==> config.mk <==
export PLATFORM = sky130hd
export DESIGN_NAME = twiddle_gen_flat
export DESIGN_NICKNAME = d
export VERILOG_FILES = /design/src/rtl/twiddle_gen_if.sv /design/src/rtl/twiddle_gen.sv /design/src/flat_wrapper.sv
export SDC_FILE = /design/constraint.sdc
export NUM_CORES = 1
export LEC_CHECK = 0
export CORE_MARGIN = 8
export CORE_UTILIZATION = 45
export CTS_CLUSTER_SIZE = 25
export DETAILED_ROUTE_END_ITERATION = 12
export PLACE_DENSITY = 0.69
export SLEW_MARGIN = 20
export SYNTH_ARGS = -nofsm -noshare
export SYNTH_HDL_FRONTEND = slang
export SYNTH_SLANG_ARGS = --single-unit
export TNS_END_PERCENT = 30
==> constraint.sdc <==
create_clock -name clk -period 2.7 [get_ports clk]
set_input_delay 0.54 -clock clk [delete_from_list [all_inputs] [get_ports clk]]
set_output_delay 0.54 -clock clk [all_outputs]
set_load 0.05 [all_outputs]
==> src/rtl/twiddle_gen_if.sv <==
// twiddle_gen_if: request/stream bundle between an FFT stage controller and the twiddle sequencer
interface twiddle_gen_if #(
  parameter int DATA_WIDTH = 16,
  parameter int LOG2N      = 4
);
  logic                    start;
  logic [LOG2N-1:0]        stride;
  logic [LOG2N:0]          length;
  logic                    inverse;
  logic                    out_ready;
  logic                    out_valid;
  logic [2*DATA_WIDTH-1:0] out_data;
  logic [LOG2N-1:0]        out_index;
  logic                    out_last;
  logic                    busy;
  logic                    done;
  modport master (
    output start, stride, length, inverse, out_ready,
    input  out_valid, out_data, out_index, out_last, busy, done
  );
  modport slave (
    input  start, stride, length, inverse, out_ready,
    output out_valid, out_data, out_index, out_last, busy, done
  );
endinterface

==> src/rtl/twiddle_gen.sv <==
// twiddle_gen: streams W_N^k for k = 0, s, 2s, ... mod N from a quarter-wave cosine table
module twiddle_gen #(
  parameter int DATA_WIDTH = 16,
  parameter int LOG2N      = 4
) (
  input logic         clk,
  input logic         rst,
  twiddle_gen_if.slave bus
);
  localparam int N  = 1 << LOG2N;
  localparam int Q  = N / 4;
  localparam int DW = DATA_WIDTH;
  localparam int QW = $clog2(Q + 1);
  localparam logic [LOG2N:0] ONE = 1;
  typedef enum logic [1:0] {IDLE, RUN, DRAIN} state_t;
  function automatic logic signed [DW-1:0] cos_q(input int i);
    real v;
    v = $cos(2.0 * 3.14159265358979323846 * i / N) * (2.0 ** (DW - 2));
    return v >= 0.0 ? DW'($rtoi(v + 0.5)) : DW'(-$rtoi(0.5 - v));
  endfunction
  logic signed [DW-1:0] tbl [Q+1];
  for (genvar g = 0; g <= Q; g++) begin : g_tbl
    assign tbl[g] = cos_q(g);
  end
  state_t               state, nxt;
  logic [LOG2N-1:0]     k, stride_r, issue_k, k1, k2;
  logic [LOG2N:0]       rem;
  logic [QW-1:0]        i1, j1;
  logic [1:0]           q;
  logic                 inv_r, adv, fin, issue, issue_last, issue_inv;
  logic                 v1, last1, inv1, v2, last2, inv2;
  logic signed [DW-1:0] c2, s2, re, im0, im;
  assign adv     = !bus.out_valid || bus.out_ready;
  assign fin     = bus.out_valid && bus.out_ready && bus.out_last;
  assign bus.busy = state != IDLE;
  assign issue_k = state == IDLE ? '0 : k;
  always_ff @(posedge clk or posedge rst)
    if (rst) state <= IDLE;
    else state <= nxt;
  always_comb begin
    nxt        = state;
    issue      = 1'b0;
    issue_last = 1'b0;
    issue_inv  = inv_r;
    case (state)
      IDLE: begin
        issue      = bus.start && bus.length != '0;
        issue_last = bus.length == ONE;
        issue_inv  = bus.inverse;
        if (issue) nxt = issue_last ? DRAIN : RUN;
      end
      RUN: begin
        issue      = adv;
        issue_last = rem == ONE;
        if (adv && issue_last) nxt = DRAIN;
      end
      DRAIN: if (fin) nxt = IDLE;
      default: nxt = IDLE;
    endcase
  end
  // k=0 is issued on the start edge itself, so k/rem already point at the second beat
  always_ff @(posedge clk or posedge rst)
    if (rst) begin
      k        <= '0;
      stride_r <= '0;
      rem      <= '0;
      inv_r    <= 1'b0;
      bus.done <= 1'b0;
    end else begin
      bus.done <= (state == IDLE && bus.start && bus.length == '0) || (state == DRAIN && fin);
      if (state == IDLE && issue) begin
        k        <= bus.stride;
        stride_r <= bus.stride;
        rem      <= bus.length - ONE;
        inv_r    <= bus.inverse;
      end else if (state == RUN && adv) begin
        k   <= k + stride_r;
        rem <= rem - ONE;
      end
    end
  assign i1  = QW'(k1 & LOG2N'(Q - 1));
  assign j1  = QW'(Q) - i1;
  assign q   = k2[LOG2N-1 -: 2];
  assign re  = q == 2'd0 ? c2 : q == 2'd1 ? -s2 : q == 2'd2 ? -c2 : s2;
  assign im0 = q == 2'd0 ? -s2 : q == 2'd1 ? -c2 : q == 2'd2 ? s2 : c2;
  assign im  = inv2 ? -im0 : im0;
  always_ff @(posedge clk or posedge rst)
    if (rst) begin
      {v1, k1, last1, inv1}               <= '0;
      {v2, k2, last2, inv2}               <= '0;
      c2                                  <= '0;
      s2                                  <= '0;
      bus.out_valid                       <= 1'b0;
      bus.out_index                       <= '0;
      bus.out_last                        <= 1'b0;
      bus.out_data                        <= '0;
    end else if (adv) begin
      v1            <= issue;
      k1            <= issue_k;
      last1         <= issue && issue_last;
      inv1          <= issue_inv;
      v2            <= v1;
      k2            <= k1;
      last2         <= last1;
      inv2          <= inv1;
      c2            <= tbl[i1];
      s2            <= tbl[j1];
      bus.out_valid <= v2;
      bus.out_index <= k2;
      bus.out_last  <= last2;
      bus.out_data  <= {re, im};
    end
endmodule

==> src/flat_wrapper.sv <==
// flat-port wrapper written by rule: the top's interface ports become plain ports
module twiddle_gen_flat 
#(
  parameter int DATA_WIDTH = 16,
  parameter int LOG2N      = 4
)
  (clk, rst, bus_start, bus_stride, bus_length, bus_inverse, bus_out_ready, bus_out_valid, bus_out_data, bus_out_index, bus_out_last, bus_busy, bus_done);
  twiddle_gen_if #(.DATA_WIDTH(DATA_WIDTH), .LOG2N(LOG2N)) bus_i ();
  input logic clk;
  input logic rst;
  input wire logic [$bits(bus_i.start)-1:0] bus_start;
  input wire logic [$bits(bus_i.stride)-1:0] bus_stride;
  input wire logic [$bits(bus_i.length)-1:0] bus_length;
  input wire logic [$bits(bus_i.inverse)-1:0] bus_inverse;
  input wire logic [$bits(bus_i.out_ready)-1:0] bus_out_ready;
  output wire logic [$bits(bus_i.out_valid)-1:0] bus_out_valid;
  output wire logic [$bits(bus_i.out_data)-1:0] bus_out_data;
  output wire logic [$bits(bus_i.out_index)-1:0] bus_out_index;
  output wire logic [$bits(bus_i.out_last)-1:0] bus_out_last;
  output wire logic [$bits(bus_i.busy)-1:0] bus_busy;
  output wire logic [$bits(bus_i.done)-1:0] bus_done;
  assign bus_i.start = bus_start;
  assign bus_i.stride = bus_stride;
  assign bus_i.length = bus_length;
  assign bus_i.inverse = bus_inverse;
  assign bus_i.out_ready = bus_out_ready;
  assign bus_out_valid = bus_i.out_valid;
  assign bus_out_data = bus_i.out_data;
  assign bus_out_index = bus_i.out_index;
  assign bus_out_last = bus_i.out_last;
  assign bus_busy = bus_i.busy;
  assign bus_done = bus_i.done;
  twiddle_gen #(.DATA_WIDTH(DATA_WIDTH), .LOG2N(LOG2N)) u_core (.clk(clk), .rst(rst), .bus(bus_i));
endmodule
### After elaboration in Yosys (flattened, before gate mapping)

Memory sizes are Yosys's and may differ from the RTL's. A register that Yosys moved wholly into a read port is not among the register bits.
Index checks and enable logic that the tools add are counted.

* add/subtract/negate cells: 7
* $mul: 0
* divide/modulo/power cells: 0
* $lt $le $gt $ge: 0
* equality and inequality tests: 9
* shift operators: 0
* mux-type cells: 20
* bitwise operators: 2
* reductions and logical operators: 20

Operators by type and width (count)
* $mux 16: 7
* $neg 16->16: 3
* $mux 4: 3
* $eq 5x1->1 const B: 2
* $logic_and 1x1->1: 10
* $mux 5: 2
* $sub 5x1->5 const B: 2
* $mux 2: 4
* $ne 2x1->1 const B: 3
* $pmux 2 s3: 1
* $logic_not 5->1: 1
* $reduce_bool 5->1: 1
* $add 4x4->4: 1
* $eq 2x1->1 const B: 2
* $eq 2x2->1 const B: 2
* $logic_not 2->1: 2
* $not 2->4: 1
* $not 3->4: 1
* $pmux 1 s2: 2
* $reduce_bool 2->1: 2
* $reduce_and 3->1: 1
* $sub 3x2->3 const A: 1
* $logic_or 1x1->1: 2
* $logic_not 1->1: 1
* $mux 1: 1

* register bits: 69
* latch bits: 0
* memory bits (writable): 0
* memory bits (read-only): 256
* bits of input ports: 14
* output and inout bits: 40
* logic and storage cells: 78
* memories: 2

Memory list
* (name not given): depth 8, bits a word 16, read ports 1, clocked after Yosys merged registers in 1, write ports 0, line twiddle_gen.sv:106 `c2 <= tbl[i1];`
* (name not given): depth 8, bits a word 16, read ports 1, clocked after Yosys merged registers in 1, write ports 0, line twiddle_gen.sv:107 `s2 <= tbl[j1];`

### Longest topological paths before layout

Gate-level depths: netlist (run 1).

* depth in word-level cells: 6
* depth in mapped cells: 12

### Worst setup path after synthesis (run 1)

OpenSTA, ideal clock, no wires.

* path kind: reg-to-reg
* start point: reg u_core.c2[13]
* end point: reg u_core.bus.out_data[14]
* arrival: 2.540 ns
* required time: 2.564 ns
* slack: 0.025 ns
* stages on the path, launching flop included: 11
* clock period less this slack: 2.675 ns
* cells stage by stage: dfrtp_1 -> buf_2 -> inv_1 -> ha_1 -> nor4b_2 -> mux2_2 -> a31oi_1 -> or4_4 -> or2_1 -> o41ai_2 -> nand3_1

* longest elaborated chain between the ends: 5
* elaborated cells between the ends (all ways): 6
* those cells by class: add/sub (2); mux (4)

RTL lines
* start: declaration: line twiddle_gen.sv:32 `logic signed [DW-1:0] c2, s2, re, im0, im;`
* $neg 16->16 / $mux 16 (equally long branches): line twiddle_gen.sv:85 `assign im0 = q == 2'd0 ? -s2 : q == 2'd1 ? -c2 : q == 2'd2 ? s2 : c2;`
* $mux 16 * (2 in a row): line twiddle_gen.sv:85
* $neg 16->16: line twiddle_gen.sv:86 `assign im = inv2 ? -im0 : im0;`
* $mux 16 *: line twiddle_gen.sv:86
* end signal: assignment: line twiddle_gen.sv:111 `bus.out_data <= {re, im};`
* end: declaration: line twiddle_gen_if.sv:23 `output out_valid, out_data, out_index, out_last, busy, done`

Mark *: on every way between the ends. The rest lies on a longest branch, timed or not.
A chain may end at the register's enable or synchronous reset.

### Worst setup path after layout (run 1)

* start point: reg u_core.c2[4]
* end point: reg u_core.bus.out_data[14]

Same word-level chain as after synthesis.

==> flow_metrics.env, run 1 <==
export IMPL_outcome="completed"
export IMPL_timing_final_hold_violations=0
export IMPL_crit_path_max_incr_delay_ns=0.56
export IMPL_cts_root_buf="clkbuf_8"
export IMPL_max_freq_ghz=0.395
export IMPL_rsz0062_at_grt="false"
export IMPL_post_drt_via_cell_ratio=5.52
export IMPL_path_delay_family="simple AND/OR/NAND/NOR gates"
export IMPL_antenna_found_initial=0
export IMPL_slew_headroom_pct=58.4
export IMPL_dp_hpwl_mm=9.36
export IMPL_fin_crit_sh_pct=93.7
export IMPL_synth_fp_nets=599
export IMPL_fin_area_sq_um=5870
export IMPL_worst_slew_pin_transition_ns=0.624
export IMPL_ys_ff_latch=76
export IMPL_start_util_pct=46.0
export IMPL_ant_nets=0
export IMPL_start_kind="register"
export IMPL_grt_pass1_wl_mm=21.6
export IMPL_cts_tree="done"
export IMPL_first_global_vias=4274
export IMPL_grtUsageTotal_pct=18.5
export IMPL_seq_area_frac_synth_pct=40.4
export IMPL_drcViolationCount=0
export IMPL_worst_setup_hold_path_clk_slew_ns=0.10
export IMPL_core_area_sq_um=10200
export IMPL_fp_dieH_microns=118
export IMPL_route_vias_total=4272
export IMPL_drt_pass1_iterations=4
export IMPL_synth_edf_count=0
export IMPL_ys_dominant_reg_cell="dfrtp_1"
export IMPL_dieWidth_microns=118
export IMPL_yosysWarnings=0
export IMPL_postSynthAreaPerCell_sq_um=8.38
export IMPL_cpMaxStageDelayCell="or4_1"
export IMPL_syn_inst=562
export IMPL_crit_required_ns=2.93
export IMPL_grt_overflow=0
export IMPL_antenna_cells=0
export IMPL_gp_congestion=0.952
export IMPL_clockBufferDepth=2
export IMPL_htree_levels=3
export IMPL_grt_max_degree=77
export IMPL_clock_skew_final_ns=0.0180
export IMPL_num_io_pins=54
export IMPL_hold_class="reg -> reg"
export IMPL_period_minus_slack_ns=2.53
export IMPL_synthDistinctLibCells=67
export IMPL_finalNetCount=670
export IMPL_crit_fanout=12
export IMPL_arrival_ns=2.76
export IMPL_first_iter_violations=335
export IMPL_syn_area_sq_um=4710
export IMPL_setup_viol=0
export IMPL_drive_above_1_share_pct=13.6
export IMPL_max_cap_violations=0
export IMPL_fill_cells=937
export IMPL_crit_buf_inv=1
export IMPL_slew_violations=0
export IMPL_clk_latency_ns=0.36
export IMPL_dieArea_sq_um=14000
export IMPL_wl_per_cell_microns=16.5
export IMPL_io_buffers=53
export IMPL_crit_chain="buf_4, or4_1, a221o_1, a21oi_2, nand3_2, or2_1, o41ai_2, nand3_1"
export IMPL_final_setup_tns_ns=0
export IMPL_rows=37
export IMPL_syn_to_final_growth_pct=24.7
export IMPL_critPathCaptureType="register"
export IMPL_dpl_cell_area_sq_um=5600
export IMPL_synth_async_reset_ratio_pct=100
export IMPL_cts_sinks=76
export IMPL_cts_buffers=9
export IMPL_criticalPathCategory="reg -> reg"
export IMPL_routed_wirelength_mm=12.7
-- Yosys cell counts (5+ instances only) --
library cell | count | area share, %
nor4b_1 | 5 | 0.93
buf_1 | 5 | 0.40
nor2_1 | 43 | 3.4
nand2_1 | 115 | 9.2
o31ai_1 | 8 | 1.3
mux2i_1 | 5 | 1.1
clkbuf_1 | 24 | 1.9
dfrtp_1 | 76 | 40
a21oi_1 | 26 | 2.8
nand2b_1 | 8 | 1.1
nand3_1 | 17 | 1.8
xnor2_1 | 13 | 2.4
o21ai_0 | 48 | 5.1
ha_1 | 22 | 5.8
xor2_1 | 11 | 2.0
inv_1 | 22 | 1.8
nor3_1 | 9 | 0.96
buf_2 | 7 | 0.74
a31oi_1 | 12 | 1.6
-- final cells by class --
| class | instances | area, sq um | area share [%] |
|---|---|---|---|
| inverters | 25 | 93.8 | 1.60 |
| flip-flops and latches | 76 | 1900 | 32.4 |
| multi-input cells | 421 | 2580 | 43.9 |
| clock inverters | 6 | 95.1 | 1.62 |
| repair buffers | 100 | 896 | 15.3 |
| well taps | 136 | 170 | 2.90 |
| clock buffers | 10 | 138 | 2.34 |
-- worst reg2reg max path, delay by kind of cell, from the launching register on --
| kind | cells | cell delay, ns |
|---|---|---|
| buffers and inverters | 1 | 0.20 |
| flip-flops | 1 | 0.40 |
| AND/OR/NAND/NOR | 4 | 1.03 |
| AO/OA/AOI/OAI | 3 | 0.76 |
-- worst paths after layout --
check / startpoint / to / slack, ns / cells after the start
max in group asynchronous: rst / u_core.k2[2]$_DFFE_PP0N_ / 1.77 / 3
hold reg to reg: u_core.last2$_DFFE_PP0N_ / u_core.last2$_DFFE_PP0N_ / 0.47 / 2
hold / removal: u_core.last2$_DFFE_PP0N_ / u_core.last2$_DFFE_PP0N_ / 0.47 / 2
setup / recovery: u_core.c2[4]$_DFFE_PP0N_ / u_core.bus.out_data[14]$_DFFE_PP0N_ / 0.17 / 8
min in group asynchronous: rst / u_core.bus.out_data[25]$_DFFE_PP0N_ / 0.58 / 3
setup reg to reg: u_core.c2[4]$_DFFE_PP0N_ / u_core.bus.out_data[14]$_DFFE_PP0N_ / 0.17 / 8
-- cell usage in the layout, fill, tap and decap left out, types with 4 or more instances in the layout --
| master | instances |
|---|---|
| nand2_1 | 115 |
| dfrtp_1 | 74 |
| clkdlybuf4s50_1 | 53 |
| o21ai_0 | 48 |
| buf_4 | 46 |
| nor2_1 | 43 |
| a21oi_1 | 26 |
| inv_1 | 21 |
| ha_1 | 20 |
| nand3_1 | 17 |
| xnor2_1 | 13 |
| a31oi_1 | 12 |
| xor2_1 | 11 |
| clkbuf_8 | 10 |
| nor3_1 | 9 |
| o31ai_1 | 8 |
| nand2b_1 | 7 |
| mux2i_1 | 5 |
| nor4b_1 | 4 |
| a211oi_1 | 4 |
| a22oi_1 | 4 |
| and2_1 | 4 |
-- metal layers --
layer,track usage [%],part of all wire [%]
met1,22.9,44
met2,32.4,50
met3,2.67,4.6
met4,6.16,1.3
met5,0,0
-- repair_timing --
action                                  CTS  global route
pin swaps                                 0             3
hold buffers                              0             0
setup buffers                             0             1
endpoints found under the setup margin    1             5
resized for setup                         1             7
-- state kept, by name (all words and copies together) (netlist names), 2 cells and up --
signal and flops:
u_core.state 2, u_core.bus.out_data 30, u_core.k1 4, u_core.rem 5
u_core.bus.out_index 4, u_core.k 4, u_core.c2 6, u_core.k2 4
u_core.stride_r 4, u_core.s2 3
-- kinds of logic after synthesis --
| family | synth area share (%) |
|---|---|
| AO/OA/AOI/OAI | 18.0 |
| XOR/XNOR | 4.46 |
| adder cells (fa/ha/maj) | 6.27 |
| buffers and inverters | 5.69 |
| flip-flops | 40.4 |
| multiplexers | 2.10 |
| AND/OR/NAND/NOR | 23.1 |
-- per-stage QoR --
stage / std cells / hold WS, ns / setup WS [ns] / util [%]
finish: 774 / 0.474 / 0.171 / 57.4
floorplan: 562 / 0.430 / 0.0245 / -
global placement: 757 / 0.449 / 0.106 / 54.8
detailed placement: 757 / 0.456 / 0.0306 / 54.8
CTS: 773 / 0.480 / 0.0241 / 57.1
global route: 774 / 0.507 / 0.0182 / 57.4
Power of run 1 is not shown: default switching activity piles up to over one toggle a cycle in this logic, so the estimate is an artifact.
==> inputs of run 2 (changes only) <==
Settings changed: ABC_CLOCK_PERIOD_IN_PS from default to 2700.
==> results of run 2 <==
The final DEF is identical to that of run 1; final timing and power are the same.
Power of run 2 is left out for the same reason.
==> inputs of run 3 (changes only) <==
Settings changed: CORE_ASPECT_RATIO from default to 1.25, SETUP_SLACK_MARGIN from default to 0.4.
==> flow_metrics.env, run 3 (same netlist as run 1, synthesis figures left out) <==
export IMPL_crit_fanout=6
export IMPL_slew_violations=0
export IMPL_fp_dieH_microns=130
export IMPL_clockBufferDepth=2
export IMPL_fin_crit_sh_pct=91.7
export IMPL_grt_max_degree=77
export IMPL_max_cap_violations=0
export IMPL_start_kind="register"
export IMPL_dp_hpwl_mm=10.1
export IMPL_criticalPathCategory="reg -> reg"
export IMPL_gp_congestion=0.954
export IMPL_syn_to_final_growth_pct=31.9
export IMPL_final_setup_tns_ns=0
export IMPL_slew_headroom_pct=59.9
export IMPL_first_iter_violations=254
export IMPL_route_vias_total=4359
export IMPL_hold_class="reg -> reg"
export IMPL_period_minus_slack_ns=2.48
export IMPL_clock_skew_final_ns=0.0117
export IMPL_timing_final_hold_violations=0
export IMPL_drcViolationCount=0
export IMPL_drive_above_1_share_pct=18.7
export IMPL_worst_setup_hold_path_clk_slew_ns=0.07
export IMPL_dieArea_sq_um=14000
export IMPL_core_area_sq_um=10200
export IMPL_io_buffers=53
export IMPL_reg_largest_list="u_core.bus.out_data (30), u_core.c2 (6), u_core.rem (5)"
export IMPL_num_io_pins=54
export IMPL_crit_path_max_incr_delay_ns=0.54
export IMPL_critPathCaptureType="register"
export IMPL_clk_latency_ns=0.34
export IMPL_crit_required_ns=2.90
export IMPL_finalNetCount=686
export IMPL_cts_tree="done"
export IMPL_wl_per_cell_microns=17.5
export IMPL_grtUsageTotal_pct=20.6
export IMPL_antenna_found_initial=0
export IMPL_rows=41
export IMPL_grt_overflow=0
export IMPL_max_freq_ghz=0.404
export IMPL_arrival_ns=2.68
export IMPL_dieWidth_microns=108
export IMPL_cts_sinks=76
export IMPL_routed_wirelength_mm=13.7
export IMPL_worst_slew_pin_transition_ns=0.601
export IMPL_ant_nets=0
export IMPL_drt_pass1_iterations=4
export IMPL_cpMaxStageDelayCell="or4_4"
export IMPL_rrSetupSlack_ns=0.22
export IMPL_final_cell_mix="nand2_1 (114), dfrtp_1 (70), buf_4 (55)"
export IMPL_rsz0062_at_grt="true"
export IMPL_setup_viol=0
export IMPL_first_global_vias=4471
export IMPL_post_drt_via_cell_ratio=5.57
export IMPL_grt_pass1_wl_mm=22.8
export IMPL_layout_commonest_cell="nand2_1"
export IMPL_cts_root_buf="clkbuf_16"
export IMPL_htree_levels=3
export IMPL_start_util_pct=46.4
export IMPL_antenna_cells=0
export IMPL_outcome="completed"
export IMPL_crit_chain="buf_6, mux2_4, a32oi_2, o31ai_2, or4_4, or2_4, o41ai_2, nand3_1"
export IMPL_largest_reg_flops=30
export IMPL_cts_buffers=9
export IMPL_largest_register="u_core.bus.out_data"
run 3: cell types whose count changed in the layout (fill, tap and decap cells not counted), sizes merged:
cell	before	now
bufinv	2	0
buf	47	63
clkbuf	10	9
clkinv	1	6
inv	26	24
run 3: timing repair:
item / 4_1_cts / 5_1_grt
hold endpoints to repair: 0 / 0
hold buffers: 0 / 0
endpoints found under the setup margin: 9 / 11
setup buffers: 13 / 2
pin swaps: 11 / 3
resized for setup: 12 / 8
run 3: worst paths after layout:
| kind | endpoint | start | cells past startpoint |
|---|---|---|---|
| hold / removal | u_core.bus.out_data[25]$_DFFE_PP0N_ | u_core.bus.out_data[25]$_DFFE_PP0N_ | 2 |
| setup / recovery | u_core.bus.out_data[14]$_DFFE_PP0N_ | u_core.c2[13]$_DFFE_PP0N_ | 8 |
| max in group asynchronous | u_core.k2[2]$_DFFE_PP0N_ | rst | 3 |
| hold reg to reg | u_core.bus.out_data[25]$_DFFE_PP0N_ | u_core.bus.out_data[25]$_DFFE_PP0N_ | 2 |
| setup reg to reg | u_core.bus.out_data[14]$_DFFE_PP0N_ | u_core.c2[13]$_DFFE_PP0N_ | 8 |
| min in group asynchronous | u_core.k[1]$_DFFE_PP0P_ | rst | 3 |
run 3: final cells by class:
type / instances / area, sq um
fill: 875 / 3940
timing repair buffer: 116 / 1050
tap: 129 / 161
clock buffer: 9 / 225
clock inverter: 7 / 48.8
sequential: 76 / 1910
multi-input combinational: 421 / 2710
inverter: 25 / 111
run 3: metal layers:
layer,vias up,GRT usage (%),part of all wire (%)
li1,2127,-,-
met2,77,37.3,53
met4,0,7.94,1.8
met1,2133,23.7,42
met3,22,3.23,2.9
met5,-,0,0
run 3: worst max-delay path: cells and delay by family (launching register included):
| family | cells | cell delay [ns] |
|---|---|---|
| and+or+nand+nor | 3 | 0.94 |
| buffers and inverters | 1 | 0.15 |
| DFF | 1 | 0.48 |
| AOI/OAI and AO/OA | 3 | 0.51 |
| muxes | 1 | 0.26 |
run 3: per-stage QoR:
stage / hold slack [ns] / setup slack [ns] / util (%) / instance area, sq um / std cells
3_5_place_dp: 0.457 / 0.0482 / 56.5 / 5740 / 752
2_1_floorplan: 0.430 / 0.200 / - / 4840 / 562
5_1_grt: 0.488 / 0.134 / 61.2 / 6210 / 783
3_3_place_gp: 0.449 / 0.103 / 56.5 / 5740 / 752
6_report: 0.468 / 0.224 / 61.2 / 6210 / 783
4_1_cts: 0.470 / 0.231 / 60.6 / 6160 / 781
Power of run 3 is left out for the same reason.
